**config.mk**
```make
export PLATFORM = sky130hd
export DESIGN_NAME = guess_round_ctrl_flat
export DESIGN_NICKNAME = d
export VERILOG_FILES = /design/src/rtl/guess_pkg.sv /design/src/rtl/guess_round_ctrl_if.sv /design/src/rtl/guess_round_ctrl_bcd3_compare.sv /design/src/rtl/guess_round_ctrl.sv /design/src/flat_wrapper.sv
export SDC_FILE = /design/constraint.sdc
export NUM_CORES = 1
export LEC_CHECK = 0
export CAP_MARGIN = 0
export CORE_MARGIN = 2
export CORE_UTILIZATION = 50
export CTS_CLUSTER_DIAMETER = 30
export CTS_CLUSTER_SIZE = 30
export DETAILED_ROUTE_END_ITERATION = 7
export PLACE_DENSITY = 0.8
export RECOVER_POWER = 50
export SYNTH_ARGS = -nofsm -noshare
export SYNTH_HDL_FRONTEND = slang
export SYNTH_SLANG_ARGS = --single-unit
```
**constraint.sdc**
```tcl
create_clock -name Clk -period 3.6 [get_ports Clk]
set_clock_uncertainty 0.05 [all_clocks]
set_input_delay 0.54 -clock Clk [delete_from_list [all_inputs] [get_ports Clk]]
set_output_delay 0.54 -clock Clk [all_outputs]
set_load 0.005 [all_outputs]
```
**src/rtl/guess_pkg.sv**
```systemverilog
// Shared types and helpers for the number-guessing round controller.
`default_nettype none

package guess_pkg;

  typedef enum logic [2:0] {
    IDLE       = 3'd0,
    LOAD       = 3'd1,
    WAIT_GUESS = 3'd2,
    COMPARE    = 3'd3,
    RESOLVE    = 3'd4,
    DONE       = 3'd5
  } state_t;

  typedef enum logic [1:0] {
    LOW  = 2'd0,
    EQ   = 2'd1,
    HIGH = 2'd2
  } cmp_t;

  localparam logic [3:0] BCD_MAX = 4'd9;

  // Index 0 is digit_1 (least significant), index 2 is digit_3.
  typedef logic [2:0][3:0] bcd3_t;

  // Digits beyond the active difficulty are treated as zero.
  function automatic bcd3_t mask_digits(input bcd3_t g, input logic [1:0] md);
    bcd3_t m;
    m = g;
    if (md < 2'd3) m[2] = 4'd0;
    if (md < 2'd2) m[1] = 4'd0;
    return m;
  endfunction

endpackage

`default_nettype wire

```
**src/rtl/guess_round_ctrl_if.sv**
```systemverilog
// Handshake/data bundle between the round controller, the target lookup and the player side.
`default_nettype none

interface guess_round_ctrl_if;
  logic       Start;
  logic [1:0] Max_digit_sel;
  logic       Submit;
  logic [3:0] Guess_digit_1;
  logic [3:0] Guess_digit_2;
  logic [3:0] Guess_digit_3;
  logic [3:0] Target_digit_1;
  logic [3:0] Target_digit_2;
  logic [3:0] Target_digit_3;
  logic [1:0] Max_digit;
  logic [2:0] round;
  logic       Result_valid;
  logic       Too_high;
  logic       Too_low;
  logic       Correct;
  logic       Invalid_guess;
  logic [2:0] Attempts;
  logic [1:0] Rounds_won;
  logic       Game_over;

  modport slave (
    input  Start, Max_digit_sel, Submit,
    input  Guess_digit_1, Guess_digit_2, Guess_digit_3,
    input  Target_digit_1, Target_digit_2, Target_digit_3,
    output Max_digit, round, Result_valid, Too_high, Too_low, Correct,
    output Invalid_guess, Attempts, Rounds_won, Game_over
  );

  modport master (
    output Start, Max_digit_sel, Submit,
    output Guess_digit_1, Guess_digit_2, Guess_digit_3,
    output Target_digit_1, Target_digit_2, Target_digit_3,
    input  Max_digit, round, Result_valid, Too_high, Too_low, Correct,
    input  Invalid_guess, Attempts, Rounds_won, Game_over
  );
endinterface

`default_nettype wire

```
**src/rtl/guess_round_ctrl_bcd3_compare.sv**
```systemverilog
// bcd3_compare: masks a 3-digit BCD guess to the difficulty, flags non-BCD digits, compares to target.
`default_nettype none

module bcd3_compare
  import guess_pkg::*;
(
  input  bcd3_t      guess,
  input  bcd3_t      target,
  input  logic [1:0] max_digit,
  output cmp_t       cmp,
  output logic       bcd_invalid
);

  bcd3_t masked;

  always_comb begin
    masked      = mask_digits(guess, max_digit);
    bcd_invalid = 1'b0;
    for (int i = 0; i < 3; i++) begin
      if (masked[i] > BCD_MAX) bcd_invalid = 1'b1;
    end
    // With 4-bit digits, a packed compare is the same as digit3-first lexicographic order.
    if (masked > target)      cmp = HIGH;
    else if (masked < target) cmp = LOW;
    else                      cmp = EQ;
  end

endmodule

`default_nettype wire

```
**src/rtl/guess_round_ctrl.sv**
```systemverilog
// guess_round_ctrl: game sequencer stepping rounds, judging BCD guesses and tracking attempts/wins.
`default_nettype none

module guess_round_ctrl
  import guess_pkg::*;
#(
  parameter int NUM_ROUNDS   = 3,
  parameter int MAX_ATTEMPTS = 7
) (
  input  wire logic         Clk,
  input  wire logic         Reset_n,
  guess_round_ctrl_if.slave bus
);

  localparam logic [2:0] LAST_ROUND   = 3'(NUM_ROUNDS);
  localparam logic [2:0] LAST_ATTEMPT = 3'(MAX_ATTEMPTS);

  state_t     r_state, w_state_nxt;
  logic [1:0] r_max_digit, w_max_digit_nxt;
  logic [2:0] r_round, w_round_nxt;
  logic [2:0] r_attempts, w_attempts_nxt;
  logic [1:0] r_won, w_won_nxt;
  logic       r_result_valid, w_result_valid_nxt;
  logic       r_too_high, w_too_high_nxt;
  logic       r_too_low, w_too_low_nxt;
  logic       r_correct, w_correct_nxt;
  logic       r_invalid, w_invalid_nxt;
  logic       r_game_over, w_game_over_nxt;
  logic       r_advance, w_advance_nxt;
  bcd3_t      r_guess, w_guess_nxt;
  cmp_t       r_cmp, w_cmp_nxt;

  bcd3_t      w_live_guess;
  bcd3_t      w_target;
  bcd3_t      w_cmp_guess;
  cmp_t       w_cmp;
  logic       w_bcd_invalid;
  logic [2:0] w_att_inc;
  logic [1:0] w_won_inc;

  assign w_live_guess = {bus.Guess_digit_3, bus.Guess_digit_2, bus.Guess_digit_1};
  assign w_target     = {bus.Target_digit_3, bus.Target_digit_2, bus.Target_digit_1};
  // One comparator serves both the validity check and the latched compare.
  assign w_cmp_guess  = (r_state == COMPARE) ? r_guess : w_live_guess;
  assign w_att_inc    = (r_attempts == LAST_ATTEMPT) ? r_attempts : r_attempts + 3'd1;
  assign w_won_inc    = (r_won == 2'd3) ? 2'd3 : r_won + 2'd1;

  bcd3_compare u_cmp (
    .guess       (w_cmp_guess),
    .target      (w_target),
    .max_digit   (r_max_digit),
    .cmp         (w_cmp),
    .bcd_invalid (w_bcd_invalid)
  );

  always_comb begin
    w_state_nxt        = r_state;
    w_max_digit_nxt    = r_max_digit;
    w_round_nxt        = r_round;
    w_attempts_nxt     = r_attempts;
    w_won_nxt          = r_won;
    w_result_valid_nxt = 1'b0;
    w_too_high_nxt     = r_too_high;
    w_too_low_nxt      = r_too_low;
    w_correct_nxt      = r_correct;
    w_invalid_nxt      = 1'b0;
    w_game_over_nxt    = r_game_over;
    w_advance_nxt      = r_advance;
    w_guess_nxt        = r_guess;
    w_cmp_nxt          = r_cmp;

    if (bus.Start) begin
      w_max_digit_nxt = (bus.Max_digit_sel == 2'd0) ? 2'd1 : bus.Max_digit_sel;
      w_round_nxt     = 3'd1;
      w_attempts_nxt  = 3'd0;
      w_won_nxt       = 2'd0;
      w_too_high_nxt  = 1'b0;
      w_too_low_nxt   = 1'b0;
      w_correct_nxt   = 1'b0;
      w_game_over_nxt = 1'b0;
      w_advance_nxt   = 1'b0;
      w_state_nxt     = LOAD;
    end else begin
      case (r_state)
        IDLE: ;
        LOAD: begin
          // A finished round is advanced here so its final Attempts stays visible one cycle.
          if (r_advance) begin
            w_round_nxt    = r_round + 3'd1;
            w_attempts_nxt = 3'd0;
            w_advance_nxt  = 1'b0;
          end
          w_state_nxt = WAIT_GUESS;
        end
        WAIT_GUESS: begin
          if (bus.Submit) begin
            if (w_bcd_invalid) begin
              w_invalid_nxt = 1'b1;
            end else begin
              w_guess_nxt = mask_digits(w_live_guess, r_max_digit);
              w_state_nxt = COMPARE;
            end
          end
        end
        COMPARE: begin
          w_cmp_nxt   = w_cmp;
          w_state_nxt = RESOLVE;
        end
        RESOLVE: begin
          w_result_valid_nxt = 1'b1;
          w_too_high_nxt     = (r_cmp == HIGH);
          w_too_low_nxt      = (r_cmp == LOW);
          w_correct_nxt      = (r_cmp == EQ);
          w_attempts_nxt     = w_att_inc;
          if (r_cmp == EQ) w_won_nxt = w_won_inc;
          if ((r_cmp == EQ) || (w_att_inc == LAST_ATTEMPT)) begin
            if (r_round < LAST_ROUND) begin
              w_advance_nxt = 1'b1;
              w_state_nxt   = LOAD;
            end else begin
              w_game_over_nxt = 1'b1;
              w_state_nxt     = DONE;
            end
          end else begin
            w_state_nxt = WAIT_GUESS;
          end
        end
        DONE: ;
        default: w_state_nxt = IDLE;
      endcase
    end
  end

  always_ff @(posedge Clk or negedge Reset_n) begin
    if (!Reset_n) begin
      r_state        <= IDLE;
      r_max_digit    <= 2'd1;
      r_round        <= 3'd0;
      r_attempts     <= 3'd0;
      r_won          <= 2'd0;
      r_result_valid <= 1'b0;
      r_too_high     <= 1'b0;
      r_too_low      <= 1'b0;
      r_correct      <= 1'b0;
      r_invalid      <= 1'b0;
      r_game_over    <= 1'b0;
      r_advance      <= 1'b0;
      r_guess        <= '0;
      r_cmp          <= EQ;
    end else begin
      r_state        <= w_state_nxt;
      r_max_digit    <= w_max_digit_nxt;
      r_round        <= w_round_nxt;
      r_attempts     <= w_attempts_nxt;
      r_won          <= w_won_nxt;
      r_result_valid <= w_result_valid_nxt;
      r_too_high     <= w_too_high_nxt;
      r_too_low      <= w_too_low_nxt;
      r_correct      <= w_correct_nxt;
      r_invalid      <= w_invalid_nxt;
      r_game_over    <= w_game_over_nxt;
      r_advance      <= w_advance_nxt;
      r_guess        <= w_guess_nxt;
      r_cmp          <= w_cmp_nxt;
    end
  end

  assign bus.Max_digit     = r_max_digit;
  assign bus.round         = r_round;
  assign bus.Result_valid  = r_result_valid;
  assign bus.Too_high      = r_too_high;
  assign bus.Too_low       = r_too_low;
  assign bus.Correct       = r_correct;
  assign bus.Invalid_guess = r_invalid;
  assign bus.Attempts      = r_attempts;
  assign bus.Rounds_won    = r_won;
  assign bus.Game_over     = r_game_over;

endmodule

`default_nettype wire

```
**src/flat_wrapper.sv**
```systemverilog
// flat-port wrapper written by rule: the top's interface ports become plain ports
module guess_round_ctrl_flat import guess_pkg::*;
#(
  parameter int NUM_ROUNDS   = 3,
  parameter int MAX_ATTEMPTS = 7
)
  (Clk, Reset_n, bus_Start, bus_Max_digit_sel, bus_Submit, bus_Guess_digit_1, bus_Guess_digit_2, bus_Guess_digit_3, bus_Target_digit_1, bus_Target_digit_2, bus_Target_digit_3, bus_Max_digit, bus_round, bus_Result_valid, bus_Too_high, bus_Too_low, bus_Correct, bus_Invalid_guess, bus_Attempts, bus_Rounds_won, bus_Game_over);
  guess_round_ctrl_if bus_i ();
  input  wire logic Clk;
  input  wire logic Reset_n;
  input wire logic [$bits(bus_i.Start)-1:0] bus_Start;
  input wire logic [$bits(bus_i.Max_digit_sel)-1:0] bus_Max_digit_sel;
  input wire logic [$bits(bus_i.Submit)-1:0] bus_Submit;
  input wire logic [$bits(bus_i.Guess_digit_1)-1:0] bus_Guess_digit_1;
  input wire logic [$bits(bus_i.Guess_digit_2)-1:0] bus_Guess_digit_2;
  input wire logic [$bits(bus_i.Guess_digit_3)-1:0] bus_Guess_digit_3;
  input wire logic [$bits(bus_i.Target_digit_1)-1:0] bus_Target_digit_1;
  input wire logic [$bits(bus_i.Target_digit_2)-1:0] bus_Target_digit_2;
  input wire logic [$bits(bus_i.Target_digit_3)-1:0] bus_Target_digit_3;
  output wire logic [$bits(bus_i.Max_digit)-1:0] bus_Max_digit;
  output wire logic [$bits(bus_i.round)-1:0] bus_round;
  output wire logic [$bits(bus_i.Result_valid)-1:0] bus_Result_valid;
  output wire logic [$bits(bus_i.Too_high)-1:0] bus_Too_high;
  output wire logic [$bits(bus_i.Too_low)-1:0] bus_Too_low;
  output wire logic [$bits(bus_i.Correct)-1:0] bus_Correct;
  output wire logic [$bits(bus_i.Invalid_guess)-1:0] bus_Invalid_guess;
  output wire logic [$bits(bus_i.Attempts)-1:0] bus_Attempts;
  output wire logic [$bits(bus_i.Rounds_won)-1:0] bus_Rounds_won;
  output wire logic [$bits(bus_i.Game_over)-1:0] bus_Game_over;
  assign bus_i.Start = bus_Start;
  assign bus_i.Max_digit_sel = bus_Max_digit_sel;
  assign bus_i.Submit = bus_Submit;
  assign bus_i.Guess_digit_1 = bus_Guess_digit_1;
  assign bus_i.Guess_digit_2 = bus_Guess_digit_2;
  assign bus_i.Guess_digit_3 = bus_Guess_digit_3;
  assign bus_i.Target_digit_1 = bus_Target_digit_1;
  assign bus_i.Target_digit_2 = bus_Target_digit_2;
  assign bus_i.Target_digit_3 = bus_Target_digit_3;
  assign bus_Max_digit = bus_i.Max_digit;
  assign bus_round = bus_i.round;
  assign bus_Result_valid = bus_i.Result_valid;
  assign bus_Too_high = bus_i.Too_high;
  assign bus_Too_low = bus_i.Too_low;
  assign bus_Correct = bus_i.Correct;
  assign bus_Invalid_guess = bus_i.Invalid_guess;
  assign bus_Attempts = bus_i.Attempts;
  assign bus_Rounds_won = bus_i.Rounds_won;
  assign bus_Game_over = bus_i.Game_over;
  guess_round_ctrl #(.NUM_ROUNDS(NUM_ROUNDS), .MAX_ATTEMPTS(MAX_ATTEMPTS)) u_core (.Clk(Clk), .Reset_n(Reset_n), .bus(bus_i));
endmodule
```
======== Word level (Yosys, flattened, before mapping) ========
Index checks and enable logic that the tools add are counted.
cells by class
  magnitude comparators ................... 8
  multiplexer cells ....................... 48
  bitwise operators ....................... 2
  reductions and logical operators ........ 19
  add/subtract/negate cells ............... 3
  equality and inequality tests ........... 17
operators with widths
  cell                                                             number
  3-bit two-way mux                                                11
  1-bit two-way mux                                                23
  4-bit two-way mux                                                4
  3-bit case mux with 5 select lines                               1
  3-bit == test, second input constant                             4
  12-bit greater-than comparator                                   1
  4-bit greater-than comparator, second input constant             3
  12-bit < comparator                                              1
  12-bit two-way mux                                               1
  2-bit two-way mux                                                6
  2-bit nonzero test                                               5
  3-bit by 2-bit != test with 1-bit output, second input constant  3
  3-bit AND reduction                                              3
  2-bit AND reduction                                              4
  3-bit by 1-bit adder with 3-bit output, second input constant    2
  3-bit by 2-bit == test with 1-bit output, second input constant  2
  3-bit != test, second input constant                             2
  3-bit case mux with 2 select lines                               1
  2-bit == test, second input constant                             2
  2-bit logical NOT                                                2
  2-bit < comparator, second input constant                        2
  4-bit AND reduction                                              1
  3-bit by 1-bit == test with 1-bit output, second input constant  1
  3-bit logical NOT                                                1
  other kinds (10)                                                 11
word-level totals
  word-level logic and storage cells ...... 113
  register bits after elaboration ......... 34
  output and inout port bits .............. 16

======== Longest topological paths before layout ========
Gate-level depths: netlist of run 1.
  depth in word-level cells ............... 10
  depth in mapped cells ................... 13

======== Cells and area by module ========
A second synthesis of run 1 with hierarchy kept.
unflattened totals
  cells, all modules ...................... 214
  area, all modules ....................... 2105.8 sq um
modules (own cells, without submodules)
  module            area an instance (sq um)  cells an instance  instances
  guess_round_ctrl  1676.6                    157                1
  bcd3_compare      429.2                     57                 1

======== Worst setup path after synthesis of run 1 ========
OpenSTA, ideal clock, no wires.
  path type ............................... reg-to-reg
  start point ............................. reg u_core.r_state[1]
  end point ............................... reg u_core.r_cmp[1]
  data arrival time ....................... 2.679 ns
  cell stages (with the launch flop) ...... 13
  path slack .............................. 0.750 ns
  period minus slack after synthesis ...... 2.850 ns
  data required time ...................... 3.430 ns
  path buffers ............................ 3
  cells stage by stage .................... dfrtp_1 buf_4 nand3b_4 buf_2 buf_1 nor2_1 a21oi_1 nor2_1 ha_1 nand4_1 or3_1 or4_4 o211a_1
between the ends
  word-level cells in the longest chain between the ends .. 5
  elaborated cells between the ends (all ways) .. 7
  classes of those cells .................. order compare (1); eq/ne (1); mux (4); reduce/logical (1)
RTL lines
  element                                       RTL line                                        RTL
  start, declared                               guess_round_ctrl.sv:18                          state_t r_state, w_state_nxt;
  start signal, assigned                        guess_round_ctrl.sv:151                         r_state <= w_state_nxt;
  3-bit by 2-bit == test with 1-bit output (*)  guess_round_ctrl.sv:44, guess_round_ctrl.sv:84
  12-bit two-way mux                            guess_round_ctrl.sv:44                          assign w_cmp_guess = (r_state == COMPARE) ? r_guess : w_live_guess;
  4-bit two-way mux (on tied branches)          guess_pkg.sv:31, guess_pkg.sv:30
  12-bit greater-than comparator                guess_round_ctrl_bcd3_compare.sv:23             if (masked > target) cmp = HIGH;
  2-bit two-way mux                             guess_round_ctrl_bcd3_compare.sv:23
  end signal, assigned                          guess_round_ctrl.sv:164                         r_cmp <= w_cmp_nxt;
  end, declared                                 guess_round_ctrl.sv:31                          cmp_t r_cmp, w_cmp_nxt;
Mark *: on every way between the ends. The rest lies on a longest branch, timed or not.
A chain may end at the register's enable or synchronous reset.

======== Final worst setup path of run 1 ========
Same ends and word-level chain as after synthesis.

==> flow_summary.toml, run 1 <==
[outcome]
outcome = "finished with violations"
failed_checks = "capacitance limit, slew limit"

[cts]
clock_sinks = 34
cts-hold-fix-buffers = 0
htree_levels = 2
cts.repair.resized = 0
worst_setup_hold_path_clk_slew_ns = 0.07
max-clock-path-buffers = 2
clock_tree.root_cell = "sky130_fd_sc_hd__clkbuf_8"
postCtsSetupBuffers = 0
cts-buffers-inserted = 5
clkLatencyLatePin_ns = 0.29
cts_tree = "done"

[critical_path]
setup.worst_path.start_class = "register"
criticalPathCategory = "reg2reg"
timing.critical_path.fanout_max = 22
timing.rr.start = "u_core.r_state[1]"
timing.critical_path.to = "u_core.r_cmp[1]"
worstSetupEndpointType = "register"
setup.worst_path.start = "u_core.r_state[1]"
cp_data_required_time_ns = 3.73
end_of_the_worst_register_to_register_path = "u_core.r_cmp[1]"
reg2reg_slack_ns = 0.72
worst_r2r_path_depth = 8
critical_path_arrival_ns = 3.01

[power]
power_per_cell_area_nw_per_um2 = 424
comb_power_share = 0.180
p_leak_nw = 1.25
net-switching-power_uw = 283
power_report.internal_total_uw = 844
ir_drop_v = 0.000299
pwr-share-seq = 0.432
power.switching_fraction = 0.251
clock_network_fraction_of_design_power = 0.388

[timing]
hold_viol = 0
setup_viol = 0
layout_worst_path_cycle_share = 0.801
timing.fmax_ghz = 0.347
grt_setup_unrepaired = "no"
setup_tns_ns = 0
worst-slew-pin-transition_ns = 1.80
final_period_minus_worst_setup_slack_ns = 2.88
slew_headroom = -0.201
slew_violations = 35

[global_route]
grt_first_pass_wirelength_mm = 7.50
number_of_global_route_vias_before_repair = 1712
largest_net_degree_at_the_start_of_global_routing = 35
globalRouteTotalUtil = 0.218
number_of_antenna_violations_at_the_first_check_in_global_routing = 0
grt_overflow_total = 0

[synthesis]
synth_enable_flop_cells = 0
post_synth.cell_area_avg_sq_um = 9.17
synthTopCellsByArea = "sky130_fd_sc_hd__dfrtp_1 40%, sky130_fd_sc_hd__ha_1 8.0%, sky130_fd_sc_hd__nor2_1 5.7%"
mappedNetlistNets = 264
yosysUniqueCellTypes = 42
synthFlopType = "sky130_fd_sc_hd__dfrtp_1"
synth.top_cell.area_share = 0.395
synthesis.yosys.warnings = 0
synth_area_sq_um = 2030
synthArstFlopShare = 1.00
number_of_flip_flops_and_latches_in_the_synthesized_netlist = 34
synth_sequential_area_ratio = 0.421
synth_cells = 221
netlist.top_cell.by_area = "sky130_fd_sc_hd__dfrtp_1"

[place]
post-dp-hpwl_mm = 3.20
io_buffer_count = 45
gp_routability_congestion = 0.814

[drt]
wl_per_cell_microns = 13.6
drc_errors = 0
count_of_tritonroute_iterations_in_the_first_routing_pass = 4
drtIter0Drc = 55
vias_per_cell = 5.38
drt_wl_total_mm = 4.31
vias = 1707
drt.antenna.violating_nets = 0

[layout]
nFillCells = 329
area_growth_pct = 31.3
layout-drive-gt1-share = 0.0824
num-nets-final = 309
antenna-diode-count = 0
layout.core_utilization = 0.674

[floorplanning]
core_region_area_sq_um = 3940
die_height_microns = 67.7
initial_cell_density_of_the_core = 0.514
chipWidth_microns = 67.7
core.rowCount = 23
io_pins = 46
floorplan.die_area_sq_um = 4580

[min_path]
holdCritPathClass = "reg2reg"

[flow_run]
maxCapViolations = 1
-- Yosys cell counts (2+ instances only) --
cell	n
sky130_fd_sc_hd__dfrtp_1	32
sky130_fd_sc_hd__nor2_1	31
sky130_fd_sc_hd__inv_1	22
sky130_fd_sc_hd__a21oi_1	16
sky130_fd_sc_hd__o21ai_0	15
sky130_fd_sc_hd__ha_1	13
sky130_fd_sc_hd__mux2i_1	8
sky130_fd_sc_hd__nand2_1	8
sky130_fd_sc_hd__nand4_1	8
sky130_fd_sc_hd__mux2_2	7
sky130_fd_sc_hd__nand3_1	7
sky130_fd_sc_hd__clkbuf_1	6
sky130_fd_sc_hd__nand2b_1	4
sky130_fd_sc_hd__nor3_1	4
sky130_fd_sc_hd__a21o_1	3
sky130_fd_sc_hd__a211oi_1	2
sky130_fd_sc_hd__a22oi_1	2
sky130_fd_sc_hd__buf_2	2
sky130_fd_sc_hd__dfstp_2	2
sky130_fd_sc_hd__nand3b_1	2
sky130_fd_sc_hd__nor2b_1	2
sky130_fd_sc_hd__o211a_1	2
sky130_fd_sc_hd__o211ai_1	2
sky130_fd_sc_hd__xnor2_1	2
sky130_fd_sc_hd__xor2_1	2
-- flip-flops by register name (all words and copies together) (netlist names) --
register	count
u_core.bus.Invalid_guess	1
u_core.r_advance	1
u_core.bus.Correct	1
u_core.bus.round	3
u_core.r_guess	12
u_core.bus.Rounds_won	2
u_core.bus.Max_digit	2
u_core.bus.Attempts	3
u_core.r_state	3
u_core.bus.Too_low	1
u_core.bus.Too_high	1
u_core.r_cmp	2
u_core.bus.Result_valid	1
u_core.bus.Game_over	1
-- power groups by stage --
stage                     Clock, mW  Combinational [mW]  Sequential (mW)
final                         0.438               0.203            0.486
after global routing          0.460               0.234            0.493
after CTS                     0.442               0.207            0.485
after detailed placement          0               0.206            0.492
after global placement            0               0.198            0.490
after floorplan                   0               0.137            0.474
-- through the flow --
| step | power, mW | setup WS, ns | cell area, sq um | hold WS (ns) | std cells |
|---|---|---|---|---|---|
| final | 1.13 | 0.718 | 2660 | 0.457 | 317 |
| after global routing | 1.19 | 0.547 | 2660 | 0.477 | 317 |
| after CTS | 1.13 | 0.734 | 2670 | 0.468 | 317 |
| after detailed placement | 0.698 | 0.743 | 2520 | 0.452 | 309 |
| after global placement | 0.688 | 0.838 | 2520 | 0.432 | 309 |
| after floorplan | 0.611 | 0.750 | 2030 | 0.194 | 221 |
-- worst min-delay path by stage --
| stage | to | depth (start not counted) | from |
|---|---|---|---|
| 5_1_grt | u_core.r_guess[0] | 1 | u_core.r_guess[0] |
| 4_1_cts | u_core.bus.Game_over | 2 | u_core.bus.Game_over |
| 2_1_floorplan | u_core.bus.Attempts[0] | 0 | Reset_n |
| 6_report | u_core.bus.Game_over | 2 | u_core.bus.Game_over |
| 3_5_place_dp | u_core.bus.Game_over | 2 | u_core.bus.Game_over |
| 3_3_place_gp | u_core.bus.Game_over | 2 | u_core.bus.Game_over |
-- layer usage --
layer,part of all wire,GRT usage,vias up,wire [microns]
met3,0.033,0.0450,7,144
met1,0.47,0.285,816,2020
li1,-,-,855,-
met5,0,0,-,0
met4,0.013,0.0689,0,57
met2,0.48,0.362,29,2090
-- area by class of cell --
| type | count | area, sq um | share of cell area |
|---|---|---|---|
| tap | 50 | 62.6 | 0.0235 |
| timing repair buffer | 48 | 465 | 0.175 |
| clock inverter | 2 | 60.1 | 0.0226 |
| sequential | 34 | 853 | 0.321 |
| multi-input combinational | 155 | 1050 | 0.396 |
| inverter | 22 | 82.6 | 0.0311 |
| clock buffer | 6 | 82.6 | 0.0311 |
-- logic make-up after synthesis --
group / Yosys count / synth area share
and+or+nand+nor: 74 / 0.187
AOI/OAI and AO/OA: 47 / 0.141
xor gates and xnor gates: 4 / 0.0173
DFF: 34 / 0.421
muxes: 16 / 0.0852
adders and majority gates: 14 / 0.0852
buffers and inverters: 32 / 0.0624
-- cells in the final DEF, fill, tap and decap left out, types with 3 or more instances in the layout --
cell,count
sky130_fd_sc_hd__inv_1,22
sky130_fd_sc_hd__nor2_1,31
sky130_fd_sc_hd__ha_1,13
sky130_fd_sc_hd__nor3_1,4
sky130_fd_sc_hd__nand2_1,8
sky130_fd_sc_hd__nand4_1,8
sky130_fd_sc_hd__a21oi_1,16
sky130_fd_sc_hd__nand2b_1,4
sky130_fd_sc_hd__clkbuf_8,6
sky130_fd_sc_hd__a21o_1,3
sky130_fd_sc_hd__mux2i_1,8
sky130_fd_sc_hd__mux2_2,7
sky130_fd_sc_hd__dfrtp_1,32
sky130_fd_sc_hd__nand3_1,7
sky130_fd_sc_hd__clkdlybuf4s50_1,43
sky130_fd_sc_hd__o21ai_0,15
-- worst max-delay path: stages, from the launching register on --
cell and delay, ns:
sky130_fd_sc_hd__dfrtp_1 0.54, sky130_fd_sc_hd__nand3b_4 0.33, sky130_fd_sc_hd__mux2i_1 0.31, sky130_fd_sc_hd__nor2_1 0.08
sky130_fd_sc_hd__ha_1 0.29, sky130_fd_sc_hd__nand4_1 0.12, sky130_fd_sc_hd__or3_1 0.44, sky130_fd_sc_hd__or4_4 0.50
sky130_fd_sc_hd__o211a_1 0.12
(Power assumes the default switching activity.)
==> run 2, diff against run 1 <==
- CORE_UTILIZATION: 50 -> 45
- PLACE_DENSITY: 0.8 -> 0.76
- clock period: 3.6 -> 2.6 ns (I/O delays scaled with it)
==> run 2 against run 1 <==
- the flow finishes with violations (setup timing)
- flip-flop and latch count stayed put
- via count is 5.2% higher
- setup slack worse by 0.84 ns
- die area is 10% higher
- non-clock buffer count is 24 higher
- maximum frequency is 5.9% higher
- worst hold slack better by 0.0069 ns
- clock power is 13% higher
- combinational power is 81% higher
- register-to-register slack worse by 0.84 ns
- critical path type unchanged
- largest cell class unchanged
==> flow_summary.toml, run 2 (synthesis gave the netlist of run 1 again) <==
[power]
pwr-share-seq = 0.436
comb_power_share = 0.240
net-switching-power_uw = 442
clock_network_fraction_of_design_power = 0.324
power_report.internal_total_mw = 1.09
power.switching_fraction = 0.288
power_per_cell_area_nw_per_um2 = 529
p_leak_nw = 1.35
ir_drop_v = 0.000315
fin_total_pwr_mw = 1.53

[timing]
holdWs_ns = 0.464
timing.fmax_ghz = 0.367
hold_viol = 0
layout_worst_path_cycle_share = 1.05
slew_violations = 0
setup_viol = 2
slew_headroom = 0.431
post_layout_worst_setup_margin_ns = -0.122
grt_setup_unrepaired = "yes"
worst-slew-pin-transition_ns = 0.854
final_period_minus_worst_setup_slack_ns = 2.72

[floorplanning]
core.rowCount = 24
floorplan.die_area_sq_um = 5050
io_pins = 46
die_height_microns = 71.1
initial_cell_density_of_the_core = 0.465
core_region_area_sq_um = 4350
chipWidth_microns = 71.1

[place]
dp_worst_setup_slack_ns = -0.217
post-dp-hpwl_mm = 3.38
io_buffer_count = 45
gp_routability_congestion = 0.789

[critical_path]
worst_r2r_path_depth = 8
critical_path_arrival_ns = 2.86
timing.critical_path.fanout_max = 8
cp_data_required_time_ns = 2.74
critPathBufInv = 0
crit_path_top_delay_cell = "sky130_fd_sc_hd__or4_4"
crit_path_cell_trace = "nand3b_4, mux2i_2, nor2_1, ha_1, nand4_1, or3_4, or4_4, o211a_1"
worstSetupEndpointType = "register"
criticalPathCategory = "reg2reg"
setup.worst_path.start_class = "register"
timing.critical_path.slowest_cell_delay_ns = 0.50
family_with_the_most_delay_on_the_worst_path = "simple AND/OR/NAND/NOR gates"
critical_path_cell_count = 8

[drt]
wl_per_cell_microns = 14.1
drt.antenna.violating_nets = 0
drt_wl_total_mm = 4.84
drtIter0Drc = 127
drc_errors = 0
vias = 1796
count_of_tritonroute_iterations_in_the_first_routing_pass = 4
vias_per_cell = 5.24

[layout]
num-nets-final = 333
layout.core_utilization = 0.667
mostFrequentLayoutCell = "sky130_fd_sc_hd__clkdlybuf4s50_1"
antenna-diode-count = 0
commonest_cells_after_routing_fill_and_taps_aside = "39 x sky130_fd_sc_hd__clkdlybuf4s50_1, 32 x sky130_fd_sc_hd__dfrtp_1, 31 x sky130_fd_sc_hd__nor2_1"
nFillCells = 343
largest-register = "u_core.r_guess"
largest_register_ffs = 12
area_growth_pct = 43.3
layout-drive-gt1-share = 0.192

[cts]
htree_levels = 2
worst_setup_hold_path_clk_slew_ns = 0.08
max-clock-path-buffers = 2
clock_tree.root_cell = "sky130_fd_sc_hd__clkbuf_8"
cts_tree = "done"
clkLatencyLatePin_ns = 0.29
clock_sinks = 34
cts-buffers-inserted = 5

[min_path]
holdPathStages = 2
holdCritPathClass = "reg2reg"

[outcome]
outcome = "finished with violations"
failed_checks = "setup timing"

[global_route]
globalRouteTotalUtil = 0.194
number_of_global_route_vias_before_repair = 1708
largest_net_degree_at_the_start_of_global_routing = 35
grt_first_pass_wirelength_mm = 7.67
number_of_antenna_violations_at_the_first_check_in_global_routing = 0
grt_overflow_total = 0

[flow_run]
maxCapViolations = 0
## run 2: changes by cell type in the layout (fill, tap and decap cells not counted), sizes merged
cell / change
clkinvlp: +2
clkbuf: -1
bufinv: -1
dlygate4sd3: +4
clkdlybuf4s50: -4
buf: +24
## run 2: worst register-to-register path: stages, from the launching register on
cell and delay, ns:
sky130_fd_sc_hd__dfrtp_1 0.39, sky130_fd_sc_hd__nand3b_4 0.28, sky130_fd_sc_hd__mux2i_2 0.27, sky130_fd_sc_hd__nor2_1 0.07, sky130_fd_sc_hd__ha_1 0.31, sky130_fd_sc_hd__nand4_1 0.18
sky130_fd_sc_hd__or3_4 0.44, sky130_fd_sc_hd__or4_4 0.50, sky130_fd_sc_hd__o211a_1 0.13
## run 2: final cells by class
type / count / area (sq um) / share of cell area
multi-input cells: 155 / 1120 / 0.388
flip-flops and latches: 34 / 853 / 0.294
repair buffers: 72 / 663 / 0.228
inverters: 22 / 82.6 / 0.0284
clock buffers: 5 / 68.8 / 0.0237
well taps: 52 / 65.1 / 0.0224
clock inverters: 3 / 45.0 / 0.0155
## run 2: per-layer routing
layer,share of wire,up-vias,GRT usage
li1,-,907,-
met1,0.46,841,0.251
met2,0.48,40,0.321
met3,0.035,8,0.0271
met4,0.020,0,0.0901
met5,0,-,0
## run 2: path summary, 6_finish.rpt
path                       slack [ns]            startpoint                    to
setup / recovery                -0.12     u_core.r_state[2]       u_core.r_cmp[1]
hold / removal                   0.46  u_core.bus.Game_over  u_core.bus.Game_over
setup reg to reg                -0.12     u_core.r_state[2]       u_core.r_cmp[1]
hold reg to reg                  0.46  u_core.bus.Game_over  u_core.bus.Game_over
max in group asynchronous        1.29               Reset_n     u_core.r_state[1]
min in group asynchronous        0.68               Reset_n   u_core.bus.round[0]
## run 2: repair_timing
| action | 4_1_cts | 5_1_grt |
|---|---|---|
| hold buffers | 0 | 0 |
| pin swaps | 3 | 2 |
| buffers inserted | 6 | 6 |
| endpoints found under the setup margin | 4 | 2 |
| resized for setup | 5 | 10 |
## run 2: power groups by stage
| stage | combinational, mW | clock [mW] | sequential, mW |
|---|---|---|---|
| final | 0.368 | 0.497 | 0.669 |
| after global routing | 0.407 | 0.526 | 0.679 |
| after CTS | 0.340 | 0.503 | 0.660 |
| after detailed placement | 0.322 | 0 | 0.667 |
| after global placement | 0.311 | 0 | 0.664 |
| after floorplan | 0.192 | 0 | 0.657 |
## run 2: through the flow
stage / setup TNS [ns] / cells / area [sq um]
6_report: -0.217 / 343 / 2900
5_1_grt: -0.424 / 343 / 2900
4_1_cts: -0.0254 / 337 / 2810
3_5_place_dp: -0.915 / 323 / 2630
3_3_place_gp: -0.428 / 323 / 2630
2_1_floorplan: 0 / 221 / 2040
==> RTL change 1: new RTL, config.mk and constraints of run 2 <==
Re-encode `state_t` (6 states) as one-hot, 6 bits wide.
--- a/src/rtl/guess_pkg.sv
+++ b/src/rtl/guess_pkg.sv
@@ -3,13 +3,13 @@
 
 package guess_pkg;
 
-  typedef enum logic [2:0] {
-    IDLE       = 3'd0,
-    LOAD       = 3'd1,
-    WAIT_GUESS = 3'd2,
-    COMPARE    = 3'd3,
-    RESOLVE    = 3'd4,
-    DONE       = 3'd5
+  typedef enum logic [5:0] {
+    IDLE       = 6'b000001,
+    LOAD       = 6'b000010,
+    WAIT_GUESS = 6'b000100,
+    COMPARE    = 6'b001000,
+    RESOLVE    = 6'b010000,
+    DONE       = 6'b100000
   } state_t;
 
   typedef enum logic [1:0] {
Formal check against the unedited RTL: same outputs for any inputs over 10 cycles, from zero or initial values and one cycle with Reset_n low; not proved beyond that.
==> RTL change 1 against run 2 <==
  * The flow still finishes with violations (setup timing)
  * Worst setup slack gained 23 ps
  * Synthesized cell count increased by 12%
  * Clock power increased by 4%
  * Final area increased by 6.2%
  * Maximum frequency is 0.86% higher
  * Power fell by 9.1%
  * Combinational power decreased by 35%
  * Synthesized area grew 12%
  * Count of clock-buffer cells in the layout unchanged
  * Via count increased by 14%
  * Global-route usage is 1.6 points higher
  * Wire length up 13%
  * Sequential cell count is 3 higher
  * Highest routed layer unchanged
==> RTL change 1: results (changes against run 2) <==
[run_status]
outcome=finished with violations
violations=setup timing

[placement]
gp_congestion=0.856  ; +8.5%
place_ws_ps=-113  ; +103 ps

[cells_and_area]
drive_gt1_share_pct=17.9  ; -1.4 points
num-multi-input-gates=180  ; +16%
multi_input_area_share_pct=41.1  ; +2.3 points
seq_share_pct=30.2  ; +0.76 points
final-clk-cell-share_pct=3.73  ; -0.19 points
nonClkBufAreaFrac_pct=19.8  ; -3.1 points
num-fill-cells=389  ; +13%
design.seq.count=37  ; +8.8%
nets=355  ; +6.6%
inv_count=21  ; -4.5%

[sta]
setup_viol=2  ; unchanged
tns_ps=-192  ; +25.5 ps
relSlewSlack_pct=35.1  ; -7.9 points
worst_slack_ps=-98.8  ; +23.1 ps

[critical_path]
cp.arrival_ps=2880  ; +20 ps
reg2reg_depth=10  ; +2
worstReg2RegEnd=u_core.r_cmp[0]$_DFFE_PN1P_
crit_fanout=7  ; -1

[synth]
ys_top_cells_by_area=dfrtp_1 38%, ha_1 7.2%, nand2_1 6.5%
synthXorXnorAreaFrac_pct=1.54  ; -0.19 points
synth_commonest_cells=39 x nand2_1, 34 x dfrtp_1, 22 x a21oi_1, 21 x inv_1, 13 x ha_1
synth_cell_types=46  ; +9.5%
synth_compound_area_share_pct=15.2  ; +1.0 points
synth_fp_nets=291  ; +10%
ys_seq_area_share_pct=41.0  ; -1.1 points
synth_fa_ha_area_share_pct=7.17  ; -1.4 points

[drt]
totalWireLength_mm=5.46  ; +13%
num_vias=2049  ; +14%
dr.first_iter.drc_count=154  ; +21%

[power]
clkPwrFrac_pct=37.1  ; +4.7 points
pg_seq_mw=0.638  ; -4.6%
p_leak_nw=1.45  ; +7.4%
power_frac_seq_pct=45.8  ; +2.2 points
ir_drop_mv=0.273  ; -13%
internal-power_mw=1.03  ; -6.1%

[grt]
grt_pass1_vias=2033  ; +19%
track_usage_pct=20.9  ; +1.6 points
grt_max_degree=38  ; +8.6%
grt_pass1_wl_mm=8.96  ; +17%

[clock_tree]
post-cts-setup-buffer-count=2  ; -4

-- RTL change 1: cell count changes in the layout (fill, tap and decap cells not counted), moves of 5 or more --
cell / change
nand3_1: -5
o21ai_0: -8
and3_1: +6
mux2_4: +6
a21oi_1: +6
nor2_1: -20
nand2_1: +30
-- RTL change 1: worst max-delay path by stage --
stage	startpoint	to	depth (start not counted)
2_1_floorplan	u_core.r_state[1]$_DFFE_PN0P_	u_core.r_cmp[1]$_DFFE_PN0P_	12
3_3_place_gp	u_core.r_state[5]$_DFFE_PN0P_	u_core.r_cmp[1]$_DFFE_PN0P_	10
3_5_place_dp	u_core.r_state[5]$_DFFE_PN0P_	u_core.r_cmp[1]$_DFFE_PN0P_	10
4_1_cts	u_core.r_state[1]$_DFFE_PN0P_	u_core.r_cmp[0]$_DFFE_PN1P_	10
5_1_grt	u_core.r_state[1]$_DFFE_PN0P_	u_core.r_cmp[1]$_DFFE_PN0P_	10
6_report	u_core.r_state[1]$_DFFE_PN0P_	u_core.r_cmp[0]$_DFFE_PN1P_	10
-- RTL change 1: per-layer routing --
layer / GRT usage [%] / vias up / routed length (um)
li1: - / 1007 / -
met1: 26.2 / 997 / 2550
met2: 36.2 / 37 / 2650
met3: 3.48 / 8 / 177
met4: 7.94 / 0 / 79
met5: 0 / - / 0
-- RTL change 1: metrics by stage --
stage	hold slack, ps	area [um2]	std cells
global route	492	3080	380
global placement	440	2900	368
CTS	473	3070	378
floorplan	44.4	2300	248
detailed placement	456	2900	368
finish	461	3080	380
-- RTL change 1: worst max-delay path: stages (launching register included) --
cell and delay, ps:
dfrtp_1 410, or4_4 560, nor2_4 210, nand2_1 100
a21oi_2 120, ha_1 260, and4_1 230, nand4_1 100
and4b_1 240, o21a_1 200, a2bb2oi_2 160
==> RTL change 2: new RTL, config.mk and constraints of run 2 <==
Without the edit above. Change the package constant `BCD_MAX` from 4'd9 to 4'd8.
--- a/src/rtl/guess_pkg.sv
+++ b/src/rtl/guess_pkg.sv
@@ -18,7 +18,7 @@
     HIGH = 2'd2
   } cmp_t;
 
-  localparam logic [3:0] BCD_MAX = 4'd9;
+  localparam logic [3:0] BCD_MAX = 4'd8;
 
   // Index 0 is digit_1 (least significant), index 2 is digit_3.
   typedef logic [2:0][3:0] bcd3_t;
Behaviour: not the same (Yosys sat finds a counterexample within 4 cycles, from zero or initial values and one cycle with Reset_n low).
==> RTL change 2 against run 2 <==
  * Combinational power down 15%
  * Sequential cell count did not move
  * Synthesized area is 3.4% higher
  * Worst setup slack gained 250 ps
  * Clock power fell by 24%
  * Sequential share of layout area rose by 2.1 points
  * Sequential power down 4.8%
  * Final area shrank 6.6%
  * Power down 13%
  * Wire length decreased by 8.7%
==> RTL change 2: results (changes against run 2) <==
[cells_and_area]
drive_gt1_share_pct=11.6  ; -7.7 points
utilization_pct=61.5  ; -5.2 points
multi_input_area_mm2=0.00112  ; -0.45%
final-clk-cell-share_pct=3.04  ; -0.88 points
signal_buffers=52  ; -28%
inv_count=22  ; unchanged
num-fill-cells=387  ; +13%
stdcell_count=320  ; -6.7%
clockBufferCount=6  ; +1
regMostFlops=u_core.r_guess
num-multi-input-gates=152  ; -1.9%
nonClkBufAreaFrac_pct=18.8  ; -4.1 points

[synth]
ys_top_cells_by_area=dfrtp_1 38%, ha_1 8.4%, mux2i_1 6.7%
synth_compound_area_share_pct=13.0  ; -1.1 points
synthXorXnorAreaFrac_pct=1.25  ; -0.47 points
synth_commonest_cells=32 x dfrtp_1, 25 x nor2_1, 22 x inv_1, 14 x ha_1, 14 x mux2i_1
synthMuxAreaShare_pct=13.9  ; +5.3 points
synth_cell_types=44  ; +4.8%
ys_seq_area_share_pct=40.7  ; -1.4 points
synth_fa_ha_area_share_pct=8.36  ; -0.16 points
synth_fp_nets=260  ; -1.5%
yosys_warnings=0  ; unchanged
syn_avg_cell_area_um2=9.70  ; +5.8%

[critical_path]
critPathMaxStageDelay_ps=410  ; -90 ps
crit_path_top_delay_cell=dfrtp_1
crit_family=simple AND/OR/NAND/NOR gates
crit_fanout=19  ; +11

[placement]
place_ws_ps=121  ; +337 ps
dp_cells=312  ; -3.4%
gp_congestion=0.847  ; +7.3%
hpwl_mm=3.31  ; -2.2%

[drt]
num_vias=1719  ; -4.3%
wl_met3_um=218  ; +30%
dr.first_iter.drc_count=72  ; -43%
m1WireLength_mm=1.96  ; -12%
met2WireLength_mm=2.19  ; -6.5%

[grt]
track_usage_pct=19.1  ; -0.22 points
use_met1_pct=23.7  ; -1.4 points
grt_use_met3_pct=5.42  ; +2.7 points
gr-usage-met2_pct=32.5  ; +0.43 points

[clock_tree]
cts_resized=0  ; -5
post-cts-setup-buffer-count=0  ; -6

[power]
ir_drop_mv=0.374  ; +19%
pwr-share-comb_pct=23.6  ; -0.4 points
powerComb_mw=0.314  ; -15%
power_frac_seq_pct=47.9  ; +4.3 points
p_leak_nw=1.30  ; -3.4%
p_sw_mw=0.381  ; -14%

[run_status]
outcome=completed

[sta]
tightest_slew_ps=856  ; +1.81 ps

RTL change 2: cell types whose count changed in the layout (fill, tap and decap cells not counted), moves of 3 or more:
cell,before,now
mux2i_1,4,14
buf_4,23,4
or3_1,0,3
clkdlybuf4s50_1,39,43
nand2_1,8,11
mux2i_2,3,0
mux2_2,7,4
and3_1,0,5
nor2_1,31,25
dlygate4sd3_1,6,2
nand3_1,7,4
nand4_1,8,2
mux2_4,0,7
o21ai_0,15,7
RTL change 2: cell families after synthesis:
family | after synthesis
AND/OR/NAND/NOR | 69
AO/OA/AOI/OAI | 41
flip-flops | 34
buffers and inverters | 30
multiplexers | 25
adder cells (fa/ha/maj) | 14
XOR/XNOR | 3
RTL change 2: worst paths after layout:
| kind | startpoint | endpoint | slack [ps] | cells after the start |
|---|---|---|---|---|
| setup / recovery | u_core.r_state[2]$_DFFE_PN0P_ | u_core.r_cmp[0]$_DFFE_PN1P_ | 130 | 9 |
| hold / removal | u_core.bus.Game_over$_DFFE_PN0P_ | u_core.bus.Game_over$_DFFE_PN0P_ | 460 | 2 |
| setup reg to reg | u_core.r_state[2]$_DFFE_PN0P_ | u_core.r_cmp[0]$_DFFE_PN1P_ | 130 | 9 |
| hold reg to reg | u_core.bus.Game_over$_DFFE_PN0P_ | u_core.bus.Game_over$_DFFE_PN0P_ | 460 | 2 |
| max in group asynchronous | Reset_n | u_core.bus.Invalid_guess$_DFF_PN0_ | 1270 | 2 |
| min in group asynchronous | Reset_n | u_core.bus.Attempts[2]$_DFFE_PN0P_ | 690 | 2 |
RTL change 2: worst register-to-register path: stages (launching register included):
cell and delay [ps]:
dfrtp_1 410, nand3b_1 230, buf_12 200, mux2i_1 240, nor2_1 80, ha_1 280
and3_1 150, nand3_1 110, or3_1 410, o41ai_2 210
